**src/rtl/sipo_pkg.sv**
```systemverilog
// Shared types and defaults for the serial-in, parallel-out frame assembler.
package sipo_pkg;

  localparam int SIPO_WIDTH_DEFAULT = 35;

  typedef enum logic [1:0] {
    IDLE  = 2'd0,
    SHIFT = 2'd1,
    PAR   = 2'd2,
    FULL  = 2'd3
  } state_t;

endpackage

```
**src/rtl/sipo_frame.sv**
```systemverilog
// Serial-in, parallel-out frame assembler with a one-frame output holding slot.
// Define SIPO_FRAME_PARITY_EN to add a trailing parity beat and the parity_err output.
module sipo_frame
  import sipo_pkg::*;
#(
  parameter int WIDTH     = SIPO_WIDTH_DEFAULT,
  parameter bit MSB_FIRST = 1'b0
`ifdef SIPO_FRAME_PARITY_EN
  , parameter bit ODD_PARITY = 1'b0
`endif
) (
  input  logic                       clk,
  input  logic                       rst_n,
  input  logic                       sync_clr,
  input  logic                       in_valid,
  input  logic                       in_data,
  output logic                       in_ready,
  output logic                       out_valid,
  input  logic                       out_ready,
  output logic [WIDTH-1:0]           out_data,
  output logic [$clog2(WIDTH+1)-1:0] bit_cnt
`ifdef SIPO_FRAME_PARITY_EN
  , output logic                     parity_err
`endif
);

  localparam int             CW       = $clog2(WIDTH+1);
  localparam logic [CW-1:0]  LAST_CNT = CW'(WIDTH-1);
  localparam logic [WIDTH-1:0] ONE    = {{(WIDTH-1){1'b0}}, 1'b1};

`ifdef SIPO_FRAME_PARITY_EN
  localparam state_t DONE_STATE = PAR;
`else
  localparam state_t DONE_STATE = FULL;
`endif

  state_t           state_q;
  logic [WIDTH-1:0] shift_q;
  logic [WIDTH-1:0] shift_d;
  logic [CW-1:0]    cnt_q;
  logic             out_valid_q;
  logic [WIDTH-1:0] out_data_q;
  logic             beat;
  int               place_idx;
  logic [WIDTH-1:0] place_mask;
`ifdef SIPO_FRAME_PARITY_EN
  logic             pbit_q;
  logic             perr_q;
`endif

  assign in_ready  = (state_q != FULL);
  assign out_valid = out_valid_q;
  assign out_data  = out_data_q;
  assign bit_cnt   = cnt_q;
`ifdef SIPO_FRAME_PARITY_EN
  assign parity_err = perr_q;
`endif

  // The bit counter doubles as the write pointer, mirrored for MSB-first streams.
  always_comb begin
    beat       = in_valid && in_ready;
    place_idx  = MSB_FIRST ? (WIDTH - 1 - int'(cnt_q)) : int'(cnt_q);
    place_mask = ONE << place_idx;
    shift_d    = in_data ? (shift_q | place_mask) : (shift_q & ~place_mask);
  end

  always_ff @(posedge clk or negedge rst_n) begin
    if (!rst_n) begin
      state_q     <= IDLE;
      shift_q     <= '0;
      cnt_q       <= '0;
      out_valid_q <= 1'b0;
      out_data_q  <= '0;
`ifdef SIPO_FRAME_PARITY_EN
      pbit_q      <= 1'b0;
      perr_q      <= 1'b0;
`endif
    end else begin
      if (out_valid_q && out_ready) begin
        out_valid_q <= 1'b0;
      end
      if (sync_clr) begin
        state_q <= IDLE;
        cnt_q   <= '0;
      end else begin
        case (state_q)
          IDLE: begin
            if (beat) begin
              shift_q <= shift_d;
              cnt_q   <= CW'(1);
              state_q <= SHIFT;
            end
          end
          SHIFT: begin
            if (beat) begin
              shift_q <= shift_d;
              cnt_q   <= cnt_q + CW'(1);
              if (cnt_q == LAST_CNT) begin
                state_q <= DONE_STATE;
              end
            end
          end
          PAR: begin
`ifdef SIPO_FRAME_PARITY_EN
            if (beat) begin
              pbit_q  <= in_data;
              state_q <= FULL;
            end
`else
            state_q <= IDLE;
`endif
          end
          FULL: begin
            // A load here overrides the handshake clear above, so back-to-back frames never gap.
            if (!out_valid_q || out_ready) begin
              out_data_q  <= shift_q;
              out_valid_q <= 1'b1;
`ifdef SIPO_FRAME_PARITY_EN
              perr_q      <= (^{shift_q, pbit_q}) ^ ODD_PARITY;
`endif
              cnt_q       <= '0;
              state_q     <= IDLE;
            end
          end
          default: state_q <= IDLE;
        endcase
      end
    end
  end

endmodule

```
**config.mk**
```make
export PLATFORM = sky130hd
export DESIGN_NAME = sipo_frame
export DESIGN_NICKNAME = d
export VERILOG_FILES = /design/src/rtl/sipo_pkg.sv /design/src/rtl/sipo_frame.sv
export SDC_FILE = /design/constraint.sdc
export NUM_CORES = 1
export LEC_CHECK = 0
export CELL_PAD_IN_SITES_DETAIL_PLACEMENT = 0
export CELL_PAD_IN_SITES_GLOBAL_PLACEMENT = 1
export CORE_MARGIN = 2
export CORE_UTILIZATION = 46
export CTS_CLUSTER_DIAMETER = 80
export DETAILED_ROUTE_END_ITERATION = 16
export PLACE_DENSITY_LB_ADDON = 0.12
export SYNTH_ARGS = -nofsm -noshare
export SYNTH_HDL_FRONTEND = slang
export SYNTH_SLANG_ARGS = --single-unit
```
**constraint.sdc**
```tcl
create_clock -name clk -period 2.7 [get_ports clk]
set_clock_uncertainty 0.15 [all_clocks]
set_input_delay 0.27 -clock clk [delete_from_list [all_inputs] [get_ports clk]]
set_output_delay 0.27 -clock clk [all_outputs]
set_load 0.01 [all_outputs]
```
==> reports/qor.yml <==
drt:
  drtIter0Drc: 116
  dr.pass1.iters: 4
  drt-wirelength-per-cell_um: 16.6
  totalWireLength_mm: 6.77
  drc: 0
  dr_total_vias: 2221
  via_per_inst: 5.43
  detail-route-antenna-nets: 0
finish:
  final_nets: 314
  finish.utilization: 0.573
  num-fill-cells: 642
  final_layout_size_suffix_gt1_frac: 0.251
  area_growth_pct: 22.4
  diodes: 0
global_routing:
  grt.total_usage: 0.171
  grt_pass1_wl_mm: 11.3
  grt_max_degree: 80
  grt-ovfl-total: 0
  grt_pass1_vias: 2193
  grt_antenna_before_repair: 0
clock_tree:
  cts_made_buffers: 9
  tritoncts: "done"
  clkLatencyLatePin_ps: 340
  clock-sinks: 79
  cts.path.max_buffers: 2
  clockRootBuffer: "clkbuf_8"
  clk_pin_slew_worst_paths_ps: 80
  h-tree-depth: 3
timing:
  finalMaxSlewViolations: 0
  setup_violations: 0
  slew_headroom: 0.339
  rsz0062_at_grt: "no"
  fin_setup_tns_ps: 0
  timing.fmax_mhz: 501
  timing_hold_violations_final: 0
  worstMarginPinSlew_ps: 991
  fin_crit_sh: 0.740
  period_needed_ps: 2000
power_and_ir_drop:
  seqPwrFrac: 0.490
  leakage_nw: 2.07
  swShare: 0.206
  clockPowerShare: 0.465
  worst_ir_drop_vdd_uv: 358
  p_sw_mw: 0.512
  comb_power_share: 0.046
  power_density_nw_per_um2: 571
  cellInternalPower_mw: 1.98
yosys:
  ys_top_cells_by_count: "79 x dfrtp_1, 51 x mux2_2, 20 x mux2_1, 20 x nand4_1, 16 x nand4b_1"
  yosysTopAreaCell: "dfrtp_1"
  ys_ff_latch: 79
  synth_edf_count: 0
  synth_flop_cell: "dfrtp_1"
  synth_cell_types: 35
  yosysWarningCount: 0
  seq_area_frac_synth: 0.555
  syn_nets: 271
  syn_area_um2: 3560
  netlist_instances: 259
  syn_area_per_cell_um2: 13.7
  synthArstFlopShare: 1.00
  yosys.area.top_type_share: 0.555
  synth.area.top_cells: "dfrtp_1 56%, mux2_2 16%, mux2_1 6.3%"
  yosysMostFrequentCell: "dfrtp_1"
critical_path:
  critPathMaxStageDelay_ps: 550
  rr_worst_depth: 4
  ff2ff_setup_slack_ps: 760
  critPathRequiredTime_ps: 2280
  path_cells: "nand2_1 > clkdlybuf4s50_1"
  cp-end-kind: "output port"
  worstSetupStartpointType: "register"
  crit_fanout: 11
  arrival_ps: 1580
  reg2reg_from: "state_q[1]"
  critPathKind: "reg -> out"
  slowest_stage: "clkdlybuf4s50_1"
place:
  portBuffers: 48
  dp_hpwl_mm: 4.19
  gp_congestion: 0.798
hold_path:
  hp-class: "reg -> reg"
  whs_path_depth: 1
floorplanning:
  start_util: 0.468
  die_area_um2: 8460
  rows: 32
  io-pin-count: 49
  die_w_um: 92.0
  die_h_um: 92.0
  coreArea_um2: 7610
status:
  status: "complete, no violations"
job:
  max-cap-violations: 0
[layer usage]
metal | GRT usage | routed length, um
met1 | 0.245 | 3320
met4 | 0.0709 | 114
met5 | 0 | 0
met3 | 0.0288 | 225
met2 | 0.258 | 3110
[placed cells by master (no fill, tap or decap), types with 3 or more instances in the layout]
cell type	netlist	layout
buf_4	4	8
bufinv_16	0	4
clkbuf_8	0	10
clkdlybuf4s50_1	0	47
dfrtp_1	79	79
ha_1	6	6
inv_1	4	4
mux2_1	20	20
mux2_2	51	51
nand2_1	5	5
nand3_1	3	3
nand4_1	20	20
nand4b_1	16	16
nor2b_1	4	4
[stage by stage]
| step | total power [mW] | cell area, um^2 | hold WS (ps) | setup WS [ps] | cells |
|---|---|---|---|---|---|
| finish | 2.49 | 4360 | 343 | 703 | 409 |
| global route | 2.58 | 4360 | 361 | 613 | 409 |
| CTS | 2.52 | 4360 | 351 | 689 | 409 |
| detailed placement | 1.36 | 4080 | 334 | 422 | 392 |
| global placement | 1.36 | 4080 | 326 | 478 | 392 |
| floorplan | 1.30 | 3560 | -176 | 1010 | 259 |
[critical path: cells and delay by family, from the launching register on]
kind                   cells  cell delay, ps
and+or+nand+nor            1             170
buffers and inverters      1             550
DFF                        1             510
[power groups by stage]
| stage | clock network (mW) | registers [mW] | logic [mW] |
|---|---|---|---|
| global placement | 0 | 1.24 | 0.114 |
| floorplan | 0 | 1.24 | 0.0620 |
| finish | 1.16 | 1.22 | 0.114 |
| detailed placement | 0 | 1.24 | 0.115 |
| global route | 1.24 | 1.22 | 0.127 |
| CTS | 1.18 | 1.22 | 0.116 |
[layout make-up]
cell class | instances | area [um^2] | share of cell area
clock inverter | 5 | 129 | 0.0296
timing repair buffer | 56 | 541 | 0.124
inverter | 4 | 15.0 | 0.00345
tap | 102 | 128 | 0.0293
multi-input combinational | 152 | 1430 | 0.327
clock buffer | 11 | 141 | 0.0325
sequential | 79 | 1980 | 0.454
[worst max-delay path by stage]
stage / startpoint / end / cells after the start
after CTS: state_q[1] / in_ready / 2
after global routing: state_q[1] / in_ready / 2
final: state_q[1] / in_ready / 2
after floorplan: out_valid / out_data[10] / 4
after detailed placement: sync_clr / register / 5
after global placement: sync_clr / register / 5
[repair_timing]
action	in CTS	in global routing
resized for setup	0	0
hold buffers	1	0
endpoints found under the hold margin	79	0
buffers inserted	0	0
[cell families (layout without fill, tap and decap cells)]
group                    Yosys count  in the layout  share of synthesized area
AO/OA/AOI/OAI                     12             12                     0.0264
adder cells (fa/ha/maj)            6              6                     0.0211
buffers and inverters             28             76                     0.0439
flip-flops                        79             79                      0.555
multiplexers                      73             73                      0.230
AND/OR/NAND/NOR                   61             61                      0.123
(Power assumes the default switching activity.)
